===== src/rtl/sd_dat_receive.sv =====
// SD DAT-line single-block receiver.
// - Samples 1 or 4 DAT lanes on the sd_sample strobe.
// - Deserialises BLOCK_BYTES bytes, MSB first.
// - Checks one CRC16 per active lane and the end bit.
// - Flags a timeout when no start bit arrives in time.
module sd_dat_receive #(
  parameter int BLOCK_BYTES     = 512,
  parameter int TIMEOUT_SAMPLES = 65535
) (
  input  logic       ex_clk,
  input  logic       reset,
  input  logic       sd_sample,
  input  logic       start,
  input  logic       wide_bus,
  input  logic [3:0] dat_in,
  output logic       busy,
  output logic [7:0] byte_out,
  output logic       byte_valid,
  output logic       done,
  output logic       crc_err,
  output logic       timeout_err
);

  localparam int BCW = $clog2(BLOCK_BYTES + 1);
  localparam int WCW = $clog2(TIMEOUT_SAMPLES + 1);

  typedef enum logic [2:0] {IDLE, WAIT_START, DATA, CRC, END} state_t;

  state_t          state, state_nx;
  logic            wide;
  logic [3:0]      lane_mask;
  logic [WCW-1:0]  wait_cnt;
  logic [BCW-1:0]  byte_cnt;
  logic [2:0]      bit_cnt;
  logic [3:0]      crc_cnt;
  logic            err_flag;
  logic [7:0]      shift_q;
  logic [7:0]      shift_nx;
  logic [15:0]     lane_crc [4];
  logic [3:0]      crc_msbs;
  logic            start_bit;
  logic            wait_last;
  logic            byte_last_sample;
  logic            byte_cnt_last;
  logic            crc_mismatch;
  logic            end_low;

  // CRC16 (x^16+x^12+x^5+1), one bit, MSB first.
  function automatic logic [15:0] crc16_step(input logic [15:0] c, input logic b);
    crc16_step = {c[14:0], 1'b0} ^ ((c[15] ^ b) ? 16'h1021 : 16'h0000);
  endfunction

  assign lane_mask        = wide ? 4'hF : 4'h1;
  assign start_bit        = ((dat_in & lane_mask) == 4'h0);
  assign wait_last        = (wait_cnt == WCW'(TIMEOUT_SAMPLES - 1));
  assign byte_last_sample = wide ? (bit_cnt == 3'd1) : (bit_cnt == 3'd7);
  assign byte_cnt_last    = (byte_cnt == BCW'(BLOCK_BYTES - 1));
  assign crc_msbs         = {lane_crc[3][15], lane_crc[2][15], lane_crc[1][15], lane_crc[0][15]};
  assign crc_mismatch     = |((dat_in ^ crc_msbs) & lane_mask);
  assign end_low          = ((dat_in & lane_mask) != lane_mask);
  // lane 3 carries the MSB of each nibble in 4-bit mode
  assign shift_nx         = wide ? {shift_q[3:0], dat_in} : {shift_q[6:0], dat_in[0]};

  // State register
  always_ff @(posedge ex_clk) begin
    if (reset) state <= IDLE;
    else       state <= state_nx;
  end

  // Next-state decode; only strobed cycles advance the receive phases
  always_comb begin
    state_nx = state;
    case (state)
      IDLE:       if (start) state_nx = WAIT_START;
      WAIT_START: if (sd_sample) begin
                    if (start_bit)      state_nx = DATA;
                    else if (wait_last) state_nx = IDLE;
                  end
      DATA:       if (sd_sample && byte_last_sample && byte_cnt_last) state_nx = CRC;
      CRC:        if (sd_sample && crc_cnt == 4'd15) state_nx = END;
      END:        if (sd_sample) state_nx = IDLE;
      default:    state_nx = IDLE;
    endcase
  end

  // Control counters, error flags and registered outputs
  always_ff @(posedge ex_clk) begin
    if (reset) begin
      busy        <= 1'b0;
      byte_out    <= 8'h00;
      byte_valid  <= 1'b0;
      done        <= 1'b0;
      crc_err     <= 1'b0;
      timeout_err <= 1'b0;
      wide        <= 1'b0;
      wait_cnt    <= '0;
      byte_cnt    <= '0;
      bit_cnt     <= '0;
      crc_cnt     <= '0;
      err_flag    <= 1'b0;
    end else begin
      byte_valid <= 1'b0;
      done       <= 1'b0;
      case (state)
        IDLE: if (start) begin
          wide        <= wide_bus;
          crc_err     <= 1'b0;
          timeout_err <= 1'b0;
          busy        <= 1'b1;
          wait_cnt    <= '0;
          byte_cnt    <= '0;
          bit_cnt     <= '0;
          crc_cnt     <= '0;
          err_flag    <= 1'b0;
        end
        WAIT_START: if (sd_sample && !start_bit) begin
          if (wait_last) begin
            timeout_err <= 1'b1;
            done        <= 1'b1;
            busy        <= 1'b0;
          end else begin
            wait_cnt <= wait_cnt + WCW'(1);
          end
        end
        DATA: if (sd_sample) begin
          if (byte_last_sample) begin
            byte_out   <= shift_nx;
            byte_valid <= 1'b1;
            bit_cnt    <= '0;
            byte_cnt   <= byte_cnt + BCW'(1);
          end else begin
            bit_cnt <= bit_cnt + 3'd1;
          end
        end
        CRC: if (sd_sample) begin
          if (crc_mismatch) err_flag <= 1'b1;
          crc_cnt <= crc_cnt + 4'd1;
        end
        END: if (sd_sample) begin
          crc_err <= err_flag | end_low;
          done    <= 1'b1;
          busy    <= 1'b0;
        end
        default: ;
      endcase
    end
  end

  // Shift register and per-lane CRCs; cleared on start, so no reset needed
  always_ff @(posedge ex_clk) begin
    if (state == IDLE && start) begin
      for (int k = 0; k < 4; k++) lane_crc[k] <= 16'h0000;
    end else if (sd_sample && state == DATA) begin
      shift_q <= shift_nx;
      for (int k = 0; k < 4; k++) lane_crc[k] <= crc16_step(lane_crc[k], dat_in[k]);
    end else if (sd_sample && state == CRC) begin
      for (int k = 0; k < 4; k++) lane_crc[k] <= {lane_crc[k][14:0], 1'b0};
    end
  end

endmodule


===== config.mk =====
export PLATFORM = sky130hd
export DESIGN_NAME = sd_dat_receive
export DESIGN_NICKNAME = d
export VERILOG_FILES = /design/src/rtl/sd_dat_receive.sv
export SDC_FILE = /design/constraint.sdc
export NUM_CORES = 1
export LEC_CHECK = 0
export CORE_MARGIN = 5
export CORE_UTILIZATION = 34
export CTS_BUF_LIST = sky130_fd_sc_hd__clkbuf_2 sky130_fd_sc_hd__clkbuf_4 sky130_fd_sc_hd__clkbuf_8
export DETAILED_ROUTE_END_ITERATION = 8
export SYNTH_ARGS = -nofsm -noshare
export SYNTH_HDL_FRONTEND = slang
export SYNTH_SLANG_ARGS = --single-unit

===== constraint.sdc =====
create_clock -name ex_clk -period 2.9 [get_ports ex_clk]
set_input_delay 0.58 -clock ex_clk [delete_from_list [all_inputs] [get_ports ex_clk]]
set_output_delay 0.58 -clock ex_clk [all_outputs]
set_load 0.03 [all_outputs]

* Word level (Yosys, flattened, before mapping)
Memory sizes are Yosys's and may differ from the RTL's. Index checks and enable logic that the tools add are counted.
Storage, ports and cells: bits in registers 58, RAM bits 64, word-level logic and storage cells 160, memories 1
Cells by class: $add $sub $neg 4, equal/unequal tests 23, mux-type cells 66, bitwise operators 23, reduce and logical (&&, ||, !) cells 29
Memory list:
- lane_crc | words 4, bits a word 16, read ports 4, clocked after memory_dff 0, wr ports 4, RTL line 39 | logic [15:0] lane_crc [4];
Operators with widths (count):
- $mux 16 | 11
- $xor 16x13->16 | 4
- $mux 13 | 4
- $pmux 16 s2 | 1
- $mux 10 | 3
- $mux 3 | 10
- $mux 1 | 24
- $ne 2x2->1 const B | 12
- $pmux 10 s2 | 1
- $add 16x1->16 const B | 1
- $eq 16x16->1 const B | 1
- $reduce_and 4->1 | 4
- $pmux 3 s5 | 1
- $mux 4 | 3
- $reduce_and 3->1 | 4
- $add 10x1->10 const B | 1
- $eq 10x9->1 const B | 1
- $or 1x1->1 | 9
- $and 4x4->4 | 2
- $mux 8 | 1
- $pmux 1 s2 | 4
- $pmux 4 s2 | 1
- $reduce_bool 2->1 | 4
- $logic_and 1x1->1 | 7
- 22 further kinds | 31

* Depth between registers and ports, before layout
Gate-level depths: netlist of run 1.
depth in word-level cells 7, depth in mapped cells 8, mapped depth without buffers 7

* Worst setup path after synthesis of run 1
OpenSTA, ideal clock, no wires.
path kind input to register, from input port sd_sample, to memory lane_crc[0][10], enable pin, setup time 387 ps, arrival time 2002 ps, required time 2513 ps, path slack 511 ps, cell stages on the path 4, cell sequence clkbuf_1 -> nor3b_2 -> inv_1 -> nand2_1
RTL lines:
- from (decl) | RTL line 12 | input logic sd_sample,
- to (decl) | RTL line 39

* Worst setup path after layout of run 1
from register state[0], to register wait_cnt[14]
Between the ends: word-level cells in the longest chain between the ends 3, elaborated cells between the ends (all ways) 8, classes of those cells eq/ne: 4; mux: 1; reduce/logical: 3
RTL lines:
- from (decl) | RTL line 29 | state_t state, state_nx;
- from (signal assigned) | RTL line 67 | else state <= state_nx;
- $eq 3x1->1 or $logic_not 3->1 (tied branches) | RTL line 104 | case (state)
- $ne 2x2->1 (no source line) or $reduce_bool 2->1 (tied branches)
- $reduce_and 4->1 (no source line)
- to (signal assigned) | RTL line 122 | wait_cnt <= wait_cnt + WCW'(1);
- to (decl) | RTL line 32 | logic [WCW-1:0] wait_cnt;
Several ways; a longest one is shown, not always the timed one. A chain may end at the register's enable or synchronous reset.

==> metrics.log, run 1 <==
INFO  metric maxUsedRoutingLayer = met4
INFO  metric antenna_violating_nets_post_route = 0
INFO  metric max_stage_delay = 0.62 ns
INFO  metric critPathLaunchType = register
INFO  metric whs = 0.461 ns
INFO  metric number_of_inserted_diodes = 0
INFO  metric pre_cts_ws = 0.398 ns
INFO  metric min-delay-start = err_flag$_SDFFE_PP0P_
INFO  metric synth-seq-area-share = 0.594
INFO  metric netlist_area_pre_place = 5280 sq um
INFO  metric report.final.hold_viol_count = 0
INFO  metric timing_max_transition_violations_final = 0
INFO  metric reg_to_reg_start = state[0]$_SDFFE_PP0P_
INFO  metric rr_worst_depth = 5
INFO  metric maxCapViolCount = 0
INFO  metric layout_commonest_cell = sky130_fd_sc_hd__edfxtp_1
INFO  metric drive_above_1_share = 0.140
INFO  metric ys_ff_latch = 122
INFO  metric worst_pin_slew = 0.523 ns
INFO  metric grt_pass1_wl = 17.0 mm
INFO  metric synth_fp_nets = 472
INFO  metric numCtsBuffers = 17
INFO  metric worstHoldEndpoint = err_flag$_SDFFE_PP0P_
INFO  metric outcome = finished, final reports clean
INFO  metric r2r-end = wait_cnt[14]$_SDFFE_PP0P_
INFO  metric clock-skew-final = 0.0137 ns
INFO  metric placer_congestion = 0.759
INFO  metric cts.sinks = 122
INFO  metric setup_viol = 0
INFO  metric detail_route.first_pass.iterations = 6
INFO  metric worst_slack = 0.776 ns
INFO  metric cp.arrival = 2.44 ns
INFO  metric yosys.cell_types.count = 55
INFO  metric finalWirelength = 9.91 mm
INFO  metric worst-setup-path-type = reg2reg
INFO  metric critical_path_required = 3.22 ns
INFO  metric overall_global_routing_resource_usage = 0.117
INFO  metric path_max_fanout = 13
INFO  metric powerDensity = 595 nW/um^2
INFO  metric grt_setup_unrepaired = no
INFO  metric cts_tree = built
INFO  metric total_of_hold_buffers_inserted_after_clock_tree_synthesis = 0
INFO  metric max_freq = 471 MHz
INFO  metric critical-path-top-delay-family = simple AND/OR/NAND/NOR gates
INFO  metric p_total = 3.61 mW
INFO  metric timing.slew.headroom = 0.648
INFO  metric synth_top_flop_cell = sky130_fd_sc_hd__edfxtp_1
INFO  metric critical_path.endpoint_type = register
INFO  metric route.detailed.wl_per_inst = 14.4 microns
INFO  metric io_pins = 22
INFO  metric cts_root_buffer = sky130_fd_sc_hd__clkbuf_8
INFO  metric crit_path_top_delay_cell = sky130_fd_sc_hd__dfxtp_1
INFO  metric design.die.area = 18100 sq um
INFO  metric cp_buf_inv_count = 0
INFO  metric cp_cell_sequence = or3b_1 -> o21bai_4 -> nor4_4 -> a21oi_1 -> a31o_1
INFO  metric fin_util = 0.399
INFO  metric grt_overflow_total = 0
INFO  metric vias_per_cell = 4.91
INFO  metric postSynthAreaPerCell = 11.5 sq um
INFO  metric route.detailed.drc = 0
INFO  metric crit_path_start = state[0]$_SDFFE_PP0P_
INFO  metric layout.nets = 502
INFO  metric layout.cells.non_filler = 689
INFO  metric timing.final.crit_period = 2.12 ns
INFO  metric final_design_area_no_fill = 6060 sq um
INFO  metric cts_resized = 0
INFO  metric initial_utilization = 0.347
INFO  metric tns = 0 ns
INFO  metric core = 15200 sq um
INFO  metric die_width = 135 microns
INFO  metric min_path_cells = 2
INFO  metric synth_warnings = 0
INFO  metric h_tree_lvl_count = 4
INFO  metric fp.dieH = 135 microns
INFO  metric synthToLayoutAreaGrowth = 14.9%
INFO  metric route.vias.total = 3385
INFO  metric synth_async_sr_flop_share = 0
INFO  metric detailedPlacementHpwl = 6.45 mm
INFO  metric final.fill_count = 1447
INFO  metric setup.reg_to_reg.worst_slack = 0.78 ns
INFO  metric grt_pass1_vias = 3389
INFO  metric min_path_type = reg2reg
INFO  metric path_clk_slew = 0.07 ns
INFO  metric met3RoutedLength = 381 microns
INFO  metric number_of_placed_instances_with_taps_included = 657
INFO  metric total_leakage_power = 2.13 nW
INFO  metric post-route-period-util = 0.732
INFO  metric drt_iter0_drc = 223
INFO  metric detail_route.wirelength.met1 = 4.67 mm
INFO  metric cell_count_after_synthesis = 458
INFO  metric antenna_found_initial = 0
INFO  metric synth_edf_count = 69
INFO  metric critical_path_depth_in_cells = 5
INFO  metric most-common-layout-cells = 69 x sky130_fd_sc_hd__edfxtp_1, 59 x sky130_fd_sc_hd__nor2_1, 53 x sky130_fd_sc_hd__and2_1, 53 x sky130_fd_sc_hd__dfxtp_1, 33 x sky130_fd_sc_hd__nand2_1
INFO  metric portBuffers = 21
INFO  metric cts.repair_timing.setup_buffer_count = 0
INFO  metric placement.cell_area = 5730 sq um
INFO  metric maximum_number_of_pins_on_one_net_before_global_route_repair = 55
INFO  metric insertion_delay = 0.44 ns
INFO  metric cts_buffer_depth = 2
INFO  metric route.met2.wl = 4.71 mm
INFO  metric row_count = 45
INFO  metric worst_ir_drop_vdd = 0.000307 V
[state kept, by name (all words and copies together), names as in the netlist, 3 cells and up]
| register | count |
|---|---|
| lane_crc | 64 |
| wait_cnt | 16 |
| byte_cnt | 10 |
| byte_out | 8 |
| shift_q | 7 |
| crc_cnt | 4 |
| bit_cnt | 3 |
| state | 3 |
[layout make-up]
cell class / count / area (sq um) / area share
Timing Repair Buffer: 33 / 313 / 0.0516
Tap cell: 188 / 235 / 0.0388
Clock buffer: 20 / 263 / 0.0433
Clock inverter: 12 / 73.8 / 0.0122
Sequential cell: 122 / 3130 / 0.517
Inverter: 5 / 18.8 / 0.00310
Multi-Input combinational cell: 309 / 2030 / 0.334
[logic make-up (layout without fill, tap and decap cells)]
kind of cell | Yosys count | in the layout | share of synthesized area
flops | 122 | 122 | 0.594
buf+inv | 27 | 70 | 0.0235
fa+ha+maj | 5 | 5 | 0.0119
compound gates | 40 | 40 | 0.0514
simple gates | 213 | 213 | 0.230
xor+xnor | 35 | 35 | 0.0581
mux | 16 | 16 | 0.0318
[cell usage after synthesis, drive strengths merged (2+ instances only)]
| master | instances | area (sq um) |
|---|---|---|
| nor3b | 2 | 20.0 |
| ha | 5 | 62.6 |
| or4 | 2 | 18.8 |
| a211oi | 3 | 27.5 |
| inv | 5 | 18.8 |
| a31o | 2 | 17.5 |
| nor2b | 5 | 31.3 |
| xor2 | 14 | 123 |
| o2111ai | 2 | 17.5 |
| nand4bb | 3 | 33.8 |
| mux2 | 6 | 67.6 |
| edfxtp | 69 | 2070 |
| buf | 11 | 63.8 |
| dfxtp | 53 | 1060 |
| nor4 | 8 | 105 |
| and2 | 53 | 332 |
| and4 | 2 | 18.8 |
| or2 | 3 | 18.8 |
| a21oi | 14 | 70.1 |
| nor2 | 60 | 225 |
| mux2i | 10 | 100 |
| nand4 | 9 | 71.3 |
| and3 | 5 | 31.3 |
| a22oi | 2 | 15.0 |
| nand2 | 33 | 124 |
| xnor2 | 21 | 184 |
| o211ai | 4 | 30.0 |
| or3 | 5 | 36.3 |
| o21ai | 7 | 35.0 |
| clkbuf | 11 | 41.3 |
| nor3 | 11 | 60.1 |
| nand3 | 6 | 30.0 |
[metal layers]
metal | global-route usage | vias up
met2 | 0.181 | 63
li1 | - | 1672
met1 | 0.153 | 1635
met5 | 0 | -
met4 | 0.0481 | 0
met3 | 0.0387 | 15
[how the worst max path moves through the flow]
stage / end / slack [ns]
2_1_floorplan: lane_crc[0][10]$_DFFE_PP_ / 0.51
4_1_cts: timeout_err / 0.77
3_5_place_dp: lane_crc[3][8]$_DFFE_PP_ / 0.40
5_1_grt: wait_cnt[14]$_SDFFE_PP0P_ / 0.65
3_3_place_gp: lane_crc[0][6]$_DFFE_PP_ / 0.47
6_report: wait_cnt[14]$_SDFFE_PP0P_ / 0.78
[power breakdown]
part	switching [mW]	internal [mW]	leakage [nW]
Sequential	0.0474	1.96	1.11
Clock	0.676	0.627	0.188
Combinational	0.189	0.113	0.829
[worst register-to-register path, stage by stage (launching register included)]
cell and delay (ns):
sky130_fd_sc_hd__dfxtp_1 0.62, sky130_fd_sc_hd__or3b_1 0.44, sky130_fd_sc_hd__o21bai_4 0.28, sky130_fd_sc_hd__nor4_4 0.37, sky130_fd_sc_hd__a21oi_1 0.11, sky130_fd_sc_hd__a31o_1 0.19
Note: power is estimated with default switching activity, not from simulation.
==> run 2: changes to the inputs <==
clock period = 2.2 ns   (was 2.9 ns; I/O delays follow)
==> run 2 against run 1 <==
Against the previous run: sequential share of layout area fell by 1.9 points; design area rose by 3.7%; total power rose by 35%; hold slack improved by 0.0070 ns; global-route usage fell by 0.075 points; sequential power rose by 31%; combinational power rose by 59%; critical path type unchanged; largest cell class unchanged; largest power group unchanged; highest routed layer unchanged.
==> metrics.log, run 2 (synthesized netlist as in run 1, its figures left out) <==
INFO  metric finalWirelength = 10.0 mm (+0.86%)
INFO  metric max_freq = 517 MHz (+9.8%)
INFO  metric cts.repair_timing.setup_buffer_count = 0 (unchanged)
INFO  metric worst_pin_slew = 0.532 ns (+0.00808 ns)
INFO  metric worst-setup-path-type = reg2reg
INFO  metric groute.layer.met1.usage = 0.145 (-0.00724)
INFO  metric synthToLayoutAreaGrowth = 19.2%
INFO  metric drive_above_1_share = 0.171 (+0.0314)
INFO  metric setup.reg_to_reg.worst_slack = 0.27 ns (-0.51 ns)
INFO  metric power.combinational.fraction = 0.099 (+0.015)
INFO  metric r2r-end = wait_cnt[10]$_SDFFE_PP0P_
INFO  metric cp.arrival = 2.26 ns (-0.18 ns)
INFO  metric post-route-period-util = 0.879 (+0.147)
INFO  metric cts_buffer_depth = 2 (unchanged)
INFO  metric placer_congestion = 0.804 (+5.8%)
INFO  metric number_of_inserted_diodes = 0 (unchanged)
INFO  metric cts_root_buffer = sky130_fd_sc_hd__clkbuf_8
INFO  metric cp_buf_inv_count = 1 (+1)
INFO  metric reg_to_reg_start = wait_cnt[1]$_SDFFE_PP0P_
INFO  metric core = 15200 sq um (unchanged)
INFO  metric insertion_delay = 0.43 ns (about the same)
INFO  metric crit_path_top_delay_cell = sky130_fd_sc_hd__nor4_4
INFO  metric total_leakage_power = 2.22 nW (+4.2%)
INFO  metric min_path_type = reg2reg
INFO  metric most-common-layout-cells = 69 x sky130_fd_sc_hd__edfxtp_1, 59 x sky130_fd_sc_hd__nor2_1, 53 x sky130_fd_sc_hd__and2_1, 53 x sky130_fd_sc_hd__dfxtp_1, 32 x sky130_fd_sc_hd__nand2_1
INFO  metric total_of_hold_buffers_inserted_after_clock_tree_synthesis = 0 (unchanged)
INFO  metric cts_resized = 0 (unchanged)
INFO  metric detail_route.first_pass.iterations = 6 (unchanged)
INFO  metric vias_per_cell = 4.87 (-0.84%)
INFO  metric portBuffers = 21 (unchanged)
INFO  metric die_width = 135 microns (unchanged)
INFO  metric grt_setup_unrepaired = no
INFO  metric biggestRegsByFlops = lane_crc: 64 flops, wait_cnt: 16 flops, byte_cnt: 10 flops
INFO  metric drt_iter0_drc = 175 (-22%)
INFO  metric critPathLaunchType = register
INFO  metric max_stage_delay = 0.55 ns (-0.07 ns)
INFO  metric setup_viol = 0 (unchanged)
INFO  metric route.detailed.wl_per_inst = 14.1 microns (-1.8%)
INFO  metric row_count = 45 (unchanged)
INFO  metric route.vias.total = 3449 (+1.9%)
INFO  metric antenna_found_initial = 0 (unchanged)
INFO  metric detailedPlacementHpwl = 6.83 mm (+5.9%)
INFO  metric layout.cells.non_filler = 708 (+2.8%)
INFO  metric psw = 1.30 mW (+42%)
INFO  metric grt_pass1_wl = 16.8 mm (-1.3%)
INFO  metric cts.sinks = 122 (unchanged)
INFO  metric clock-skew-final = 0.0105 ns (-0.00323 ns)
INFO  metric cts_tree = built
INFO  metric cellInternalPower = 3.58 mW (+33%)
INFO  metric maximum_number_of_pins_on_one_net_before_global_route_repair = 55 (unchanged)
INFO  metric cp_cell_sequence = ha_1 -> nand4_1 -> nor4_4 -> buf_4 -> nor4_1 -> xnor2_1 -> nor2_1
INFO  metric powerDensity = 775 nW/um^2 (+30%)
INFO  metric timing.slew.headroom = 0.643 (-0.00542)
INFO  metric pre_cts_ws = -0.0251 ns (-0.423 ns)
INFO  metric maxCapViolCount = 0 (unchanged)
INFO  metric worst_slack = 0.266 ns (-0.510 ns)
INFO  metric grt_pass1_vias = 3462 (+2.2%)
INFO  metric path_max_fanout = 9 (-4)
INFO  metric report.final.hold_viol_count = 0 (unchanged)
INFO  metric grt_use_met3 = 0.0399 (+0.00112)
INFO  metric grt_overflow_total = 0 (unchanged)
INFO  metric critical_path_required = 2.53 ns (-0.69 ns)
INFO  metric seq_power_share = 0.538 (-0.017)
INFO  metric number_of_placed_instances_with_taps_included = 676 (+2.9%)
INFO  metric overall_global_routing_resource_usage = 0.117 (-0.000750)
INFO  metric design.die.area = 18100 sq um (unchanged)
INFO  metric route.detailed.drc = 0 (unchanged)
INFO  metric critical-path-top-delay-family = simple AND/OR/NAND/NOR gates
INFO  metric worst_ir_drop_vdd = 0.000427 V (+39%)
INFO  metric rr_worst_depth = 7 (+2)
INFO  metric fp.dieH = 135 microns (unchanged)
INFO  metric largest_register_ff_count = 64 (unchanged)
INFO  metric netSwitchingFraction = 0.267 (+0.0135)
INFO  metric layout_commonest_cell = sky130_fd_sc_hd__edfxtp_1
INFO  metric io_pins = 22 (unchanged)
INFO  metric timing_max_transition_violations_final = 0 (unchanged)
INFO  metric h_tree_lvl_count = 4 (unchanged)
INFO  metric globalRouteMet2Util = 0.183 (+0.00196)
INFO  metric share_clk_of_total_power = 0.364 (+0.003)
INFO  metric critical_path.endpoint_type = register
INFO  metric numCtsBuffers = 17 (unchanged)
INFO  metric path_clk_slew = 0.08 ns (about the same)
INFO  metric worstHoldEndpoint = err_flag$_SDFFE_PP0P_
INFO  metric timing.final.crit_period = 1.93 ns (-0.190 ns)
INFO  metric initial_utilization = 0.347 (unchanged)
INFO  metric outcome = finished, final reports clean
INFO  metric min_path_cells = 2 (unchanged)
INFO  metric min-delay-start = err_flag$_SDFFE_PP0P_
INFO  metric grt.busiest_layer = met2
INFO  metric antenna_violating_nets_post_route = 0 (unchanged)
INFO  metric largest_register = lane_crc
INFO  metric layout.nets = 521 (+3.8%)
## run 2: changes by cell type in the layout (fill, tap and decap cells not counted), sizes merged
| cell | before | now |
|---|---|---|
| clkinv | 8 | 7 |
| clkbuf | 20 | 17 |
| buf | 12 | 31 |
| clkinvlp | 0 | 4 |
## run 2: per-stage QoR
step / utilization / instance area [sq um] / TNS [ns] / power (mW) / hold slack (ns)
detailed placement: 0.390 / 5930 / -0.0765 / 3.16 / 0.465
finish: 0.414 / 6290 / 0 / 4.87 / 0.468
floorplan: - / 5280 / 0 / 2.95 / 0.437
CTS: 0.414 / 6290 / 0 / 4.94 / 0.476
global route: 0.414 / 6290 / 0 / 5.11 / 0.492
global placement: 0.390 / 5930 / 0 / 3.15 / 0.451
## run 2: power groups by stage
| stage | Sequential (mW) | Combinational (mW) | Clock (mW) |
|---|---|---|---|
| global route | 2.63 | 0.530 | 1.94 |
| detailed placement | 2.67 | 0.483 | 0 |
| CTS | 2.62 | 0.489 | 1.83 |
| global placement | 2.67 | 0.475 | 0 |
| floorplan | 2.67 | 0.284 | 0 |
| finish | 2.62 | 0.481 | 1.77 |
## run 2: worst min-delay path, stage by stage, from the launching register on
cell and delay (ns):
sky130_fd_sc_hd__dfxtp_1 0.32, sky130_fd_sc_hd__nand2_1 0.06, sky130_fd_sc_hd__a21oi_1 0.05
## run 2: worst max path at each step
| stage | from | to | slack (ns) | depth (start not counted) |
|---|---|---|---|---|
| 2_1_floorplan | sd_sample | lane_crc[0][10]$_DFFE_PP_ | 0.21 | 4 |
| 3_3_place_gp | dat_in[0] | lane_crc[0][5]$_DFFE_PP_ | 0.03 | 5 |
| 3_5_place_dp | sd_sample | byte_cnt[5]$_SDFFE_PP0P_ | -0.03 | 7 |
| 4_1_cts | timeout_err$_SDFFE_PP0P_ | timeout_err | 0.22 | 1 |
| 5_1_grt | wait_cnt[0]$_SDFFE_PP0P_ | wait_cnt[8]$_SDFFE_PP0P_ | 0.08 | 8 |
| 6_report | wait_cnt[1]$_SDFFE_PP0P_ | wait_cnt[10]$_SDFFE_PP0P_ | 0.27 | 7 |
## run 2: area by class of cell
cell class,instances,area (sq um)
Clock inverter,15,120
Tap cell,188,235
Clock buffer,17,234
Inverter,5,18.8
Sequential cell,122,3130
Timing Repair Buffer,52,518
Fill cell,1453,8910
Multi-Input combinational cell,309,2030
## run 2: routing by layer
| metal | vias up | part of all wire |
|---|---|---|
| met4 | 0 | 0.022 |
| li1 | 1709 | - |
| met5 | - | 0 |
| met2 | 43 | 0.46 |
| met3 | 15 | 0.035 |
| met1 | 1682 | 0.48 |
==> run 3: changes to the inputs <==
GPL_TIMING_DRIVEN = 0   (was unset)
==> run 3 against run 2 <==
Against the previous run: hold slack worse by 0.10 ns; via count is 0.55% lower; clock power is 8% higher; non-clock buffer count is 7 lower; critical endpoint is now byte_out[4]$_SDFFE_PP0P_; final cell count is 0.85% lower; clock-buffer cell count is 3 higher; clock skew is 0.0026 ns lower; first-iteration DRC count is 8.6% higher.
==> metrics.log, run 3 (synthesized netlist as in run 1, its figures left out) <==
INFO  metric outcome = finished, final reports clean
INFO  metric antenna_violating_nets_post_route = 0 (unchanged)
INFO  metric row_count = 45 (unchanged)
INFO  metric critical_path.endpoint_type = register
INFO  metric cp_cell_sequence = clkdlybuf4s50_1 -> nand4bb_1 -> a21oi_2 -> buf_2 -> buf_2 -> mux2i_1 -> nor2_1
INFO  metric layout_commonest_cell = sky130_fd_sc_hd__edfxtp_1
INFO  metric final_design_area_no_fill = 6190 sq um (-1.6%)
INFO  metric vias_per_cell = 4.89 (+0.30%)
INFO  metric worst_ir_drop_vdd = 0.000394 V (-7.8%)
INFO  metric powerDensity = 802 nW/um^2 (+3.5%)
INFO  metric maximum_number_of_pins_on_one_net_before_global_route_repair = 31 (-44%)
INFO  metric number_of_placed_instances_with_taps_included = 666 (-1.5%)
INFO  metric cts_root_buffer = sky130_fd_sc_hd__clkbuf_8
INFO  metric report.final.hold_viol_count = 0 (unchanged)
INFO  metric rr_worst_depth = 6 (-1)
INFO  metric worstHoldEndpoint = byte_valid$_SDFF_PP0_
INFO  metric crit_path_top_delay_cell = sky130_fd_sc_hd__clkdlybuf4s50_1
INFO  metric whs = 0.367 ns (-0.101 ns)
INFO  metric max_freq = 488 MHz (-5.5%)
INFO  metric critPathLaunchType = primary input
INFO  metric placer_congestion = 0.805 (+0.20%)
INFO  metric cts.sinks = 122 (unchanged)
INFO  metric globalRouteMet2Util = 0.182 (-0.00112)
INFO  metric min_path_type = in2reg
INFO  metric design.die.area = 18100 sq um (unchanged)
INFO  metric h_tree_lvl_count = 4 (unchanged)
INFO  metric die_width = 135 microns (unchanged)
INFO  metric timing.final.crit_period = 2.05 ns (+0.113 ns)
INFO  metric largest_register = lane_crc
INFO  metric fin_util = 0.407 (-0.00675)
INFO  metric grt_setup_unrepaired = no
INFO  metric max_stage_delay = 0.53 ns (-0.02 ns)
INFO  metric initial_utilization = 0.347 (unchanged)
INFO  metric largest_register_ff_count = 64 (unchanged)
INFO  metric layout.cells.non_filler = 702 (-0.85%)
INFO  metric grt_overflow_total = 0 (unchanged)
INFO  metric io_pins = 22 (unchanged)
INFO  metric min-delay-start = reset
INFO  metric worst-setup-path-type = in2reg
INFO  metric overall_global_routing_resource_usage = 0.119 (+0.00223)
INFO  metric insertion_delay = 0.43 ns (about the same)
INFO  metric worst_path_most_repeated_cell = sky130_fd_sc_hd__buf_2
INFO  metric reg_to_reg_start = wait_cnt[1]$_SDFFE_PP0P_
INFO  metric placement.cell_area = 5720 sq um (-3.7%)
INFO  metric setup.reg_to_reg.worst_slack = 0.17 ns (-0.10 ns)
INFO  metric path_max_fanout = 10 (+1)
INFO  metric post-route-period-util = 0.931 (+0.0515)
INFO  metric synthToLayoutAreaGrowth = 17.2%
INFO  metric drive_above_1_share = 0.142 (-0.0291)
INFO  metric layout.nets = 515 (-1.2%)
INFO  metric cp.arrival = 2.35 ns (+0.09 ns)
INFO  metric min_path_cells = 2 (unchanged)
INFO  metric timing.slew.headroom = 0.628 (-0.0145)
INFO  metric critical_path_required = 2.50 ns (-0.03 ns)
INFO  metric clock-skew-final = 0.00784 ns (-0.00263 ns)
INFO  metric grt_use_met3 = 0.0365 (-0.00335)
INFO  metric path_clk_slew = 0.07 ns (about the same)
INFO  metric cts_tree = built
INFO  metric grt_pass1_wl = 16.9 mm (+0.79%)
INFO  metric r2r-end = busy$_SDFFE_PP0P_
INFO  metric antenna_found_initial = 0 (unchanged)
INFO  metric grt.busiest_layer = met2
INFO  metric portBuffers = 20 (-4.8%)
INFO  metric biggestRegsByFlops = lane_crc: 64 flops, wait_cnt: 16 flops, byte_cnt: 10 flops
INFO  metric timing_max_transition_violations_final = 0 (unchanged)
INFO  metric total_leakage_power = 2.15 nW (-2.9%)
INFO  metric numCtsBuffers = 17 (unchanged)
INFO  metric core = 15200 sq um (unchanged)
INFO  metric drt_iter0_drc = 190 (+8.6%)
INFO  metric route.detailed.wl_per_inst = 14.7 microns (+3.9%)
INFO  metric number_of_inserted_diodes = 0 (unchanged)
INFO  metric maxCapViolCount = 0 (unchanged)
INFO  metric finalWirelength = 10.3 mm (+3.1%)
INFO  metric route.vias.total = 3430 (-0.55%)
INFO  metric detailedPlacementHpwl = 6.94 mm (+1.6%)
INFO  metric worst_pin_slew = 0.557 ns (+0.0257 ns)
INFO  metric groute.layer.met1.usage = 0.155 (+0.00974)
INFO  metric detail_route.first_pass.iterations = 4 (-2)
INFO  metric fp.dieH = 135 microns (unchanged)
INFO  metric cts_buffer_depth = 2 (unchanged)
INFO  metric most-common-layout-cells = 69 x sky130_fd_sc_hd__edfxtp_1, 59 x sky130_fd_sc_hd__nor2_1, 53 x sky130_fd_sc_hd__and2_1, 53 x sky130_fd_sc_hd__dfxtp_1, 29 x sky130_fd_sc_hd__nand2_1
INFO  metric grt_pass1_vias = 3360 (-2.9%)
INFO  metric setup_viol = 0 (unchanged)
INFO  metric route.detailed.drc = 0 (unchanged)
==> run 3: cell types whose count changed in the layout (fill, tap and decap cells not counted), moves of 2 or more <==
cell / delta
sky130_fd_sc_hd__buf_1: +3
sky130_fd_sc_hd__bufinv_16: +2
sky130_fd_sc_hd__buf_4: -22
sky130_fd_sc_hd__inv_6: -3
sky130_fd_sc_hd__clkbuf_4: +3
sky130_fd_sc_hd__nand2_1: -3
sky130_fd_sc_hd__nand2_4: +3
sky130_fd_sc_hd__buf_12: -6
sky130_fd_sc_hd__buf_6: +2
sky130_fd_sc_hd__clkbuf_1: +10
sky130_fd_sc_hd__buf_2: +6
sky130_fd_sc_hd__clkinv_4: -2
==> run 3: per-layer routing <==
layer,up-vias,share of wire
met4,0,0.014
li1,1697,-
met3,15,0.042
met2,59,0.47
met5,-,0
met1,1659,0.47
==> run 3: final cells by class <==
| type | instances | area (sq um) |
|---|---|---|
| buffer | 22 | 106 |
| timing repair buffer | 23 | 223 |
| multi-input combinational | 310 | 2090 |
| clock inverter | 12 | 126 |
| fill | 1431 | 9020 |
| clock buffer | 20 | 256 |
| sequential | 122 | 3130 |
| tap | 188 | 235 |
| inverter | 5 | 18.8 |
==> run 3: worst max path at each step <==
stage | startpoint | end | slack [ns] | cells past startpoint
final | sd_sample | byte_out[4]$_SDFFE_PP0P_ | 0.15 | 7
after global routing | sd_sample | lane_crc[3][1]$_DFFE_PP_ | 0.008 | 6
after CTS | sd_sample | lane_crc[0][8]$_DFFE_PP_ | -0.07 | 6
after detailed placement | sd_sample | lane_crc[3][1]$_DFFE_PP_ | -0.82 | 5
after global placement | sd_sample | lane_crc[0][5]$_DFFE_PP_ | -0.74 | 5
after floorplan | sd_sample | lane_crc[0][10]$_DFFE_PP_ | 0.21 | 4
==> run 3: critical path, delay by kind of cell <==
kind | cells | cell delay (ns)
AO/OA/AOI/OAI | 1 | 0.26
AND/OR/NAND/NOR | 2 | 0.33
multiplexers | 1 | 0.23
buffers and inverters | 3 | 1.08
==> run 3: where the power goes <==
group	switching, mW	internal [mW]	total [mW]
clock network	0.875	1.03	1.91
registers	0.0457	2.58	2.62
logic	0.282	0.147	0.429
==> run 3: metrics by stage <==
step / worst slack [ns] / power (mW) / TNS, ns
3_3_place_gp: -0.744 / 3.07 / -80.81
6_report: 0.153 / 4.96 / 0
4_1_cts: -0.0712 / 5.00 / -3.09
5_1_grt: 0.00841 / 5.18 / 0
2_1_floorplan: 0.214 / 2.95 / 0
3_5_place_dp: -0.817 / 3.08 / -90.52
==> run 3: what timing repair did <==
| action | in CTS | in global routing |
|---|---|---|
| endpoints found under the setup margin | 104 | 139 |
| pin swaps | 0 | 1 |
| hold buffers | 0 | 0 |
| buffers inserted | 0 | 3 |
| cloned | 0 | 1 |
| resized for setup | 5 | 8 |
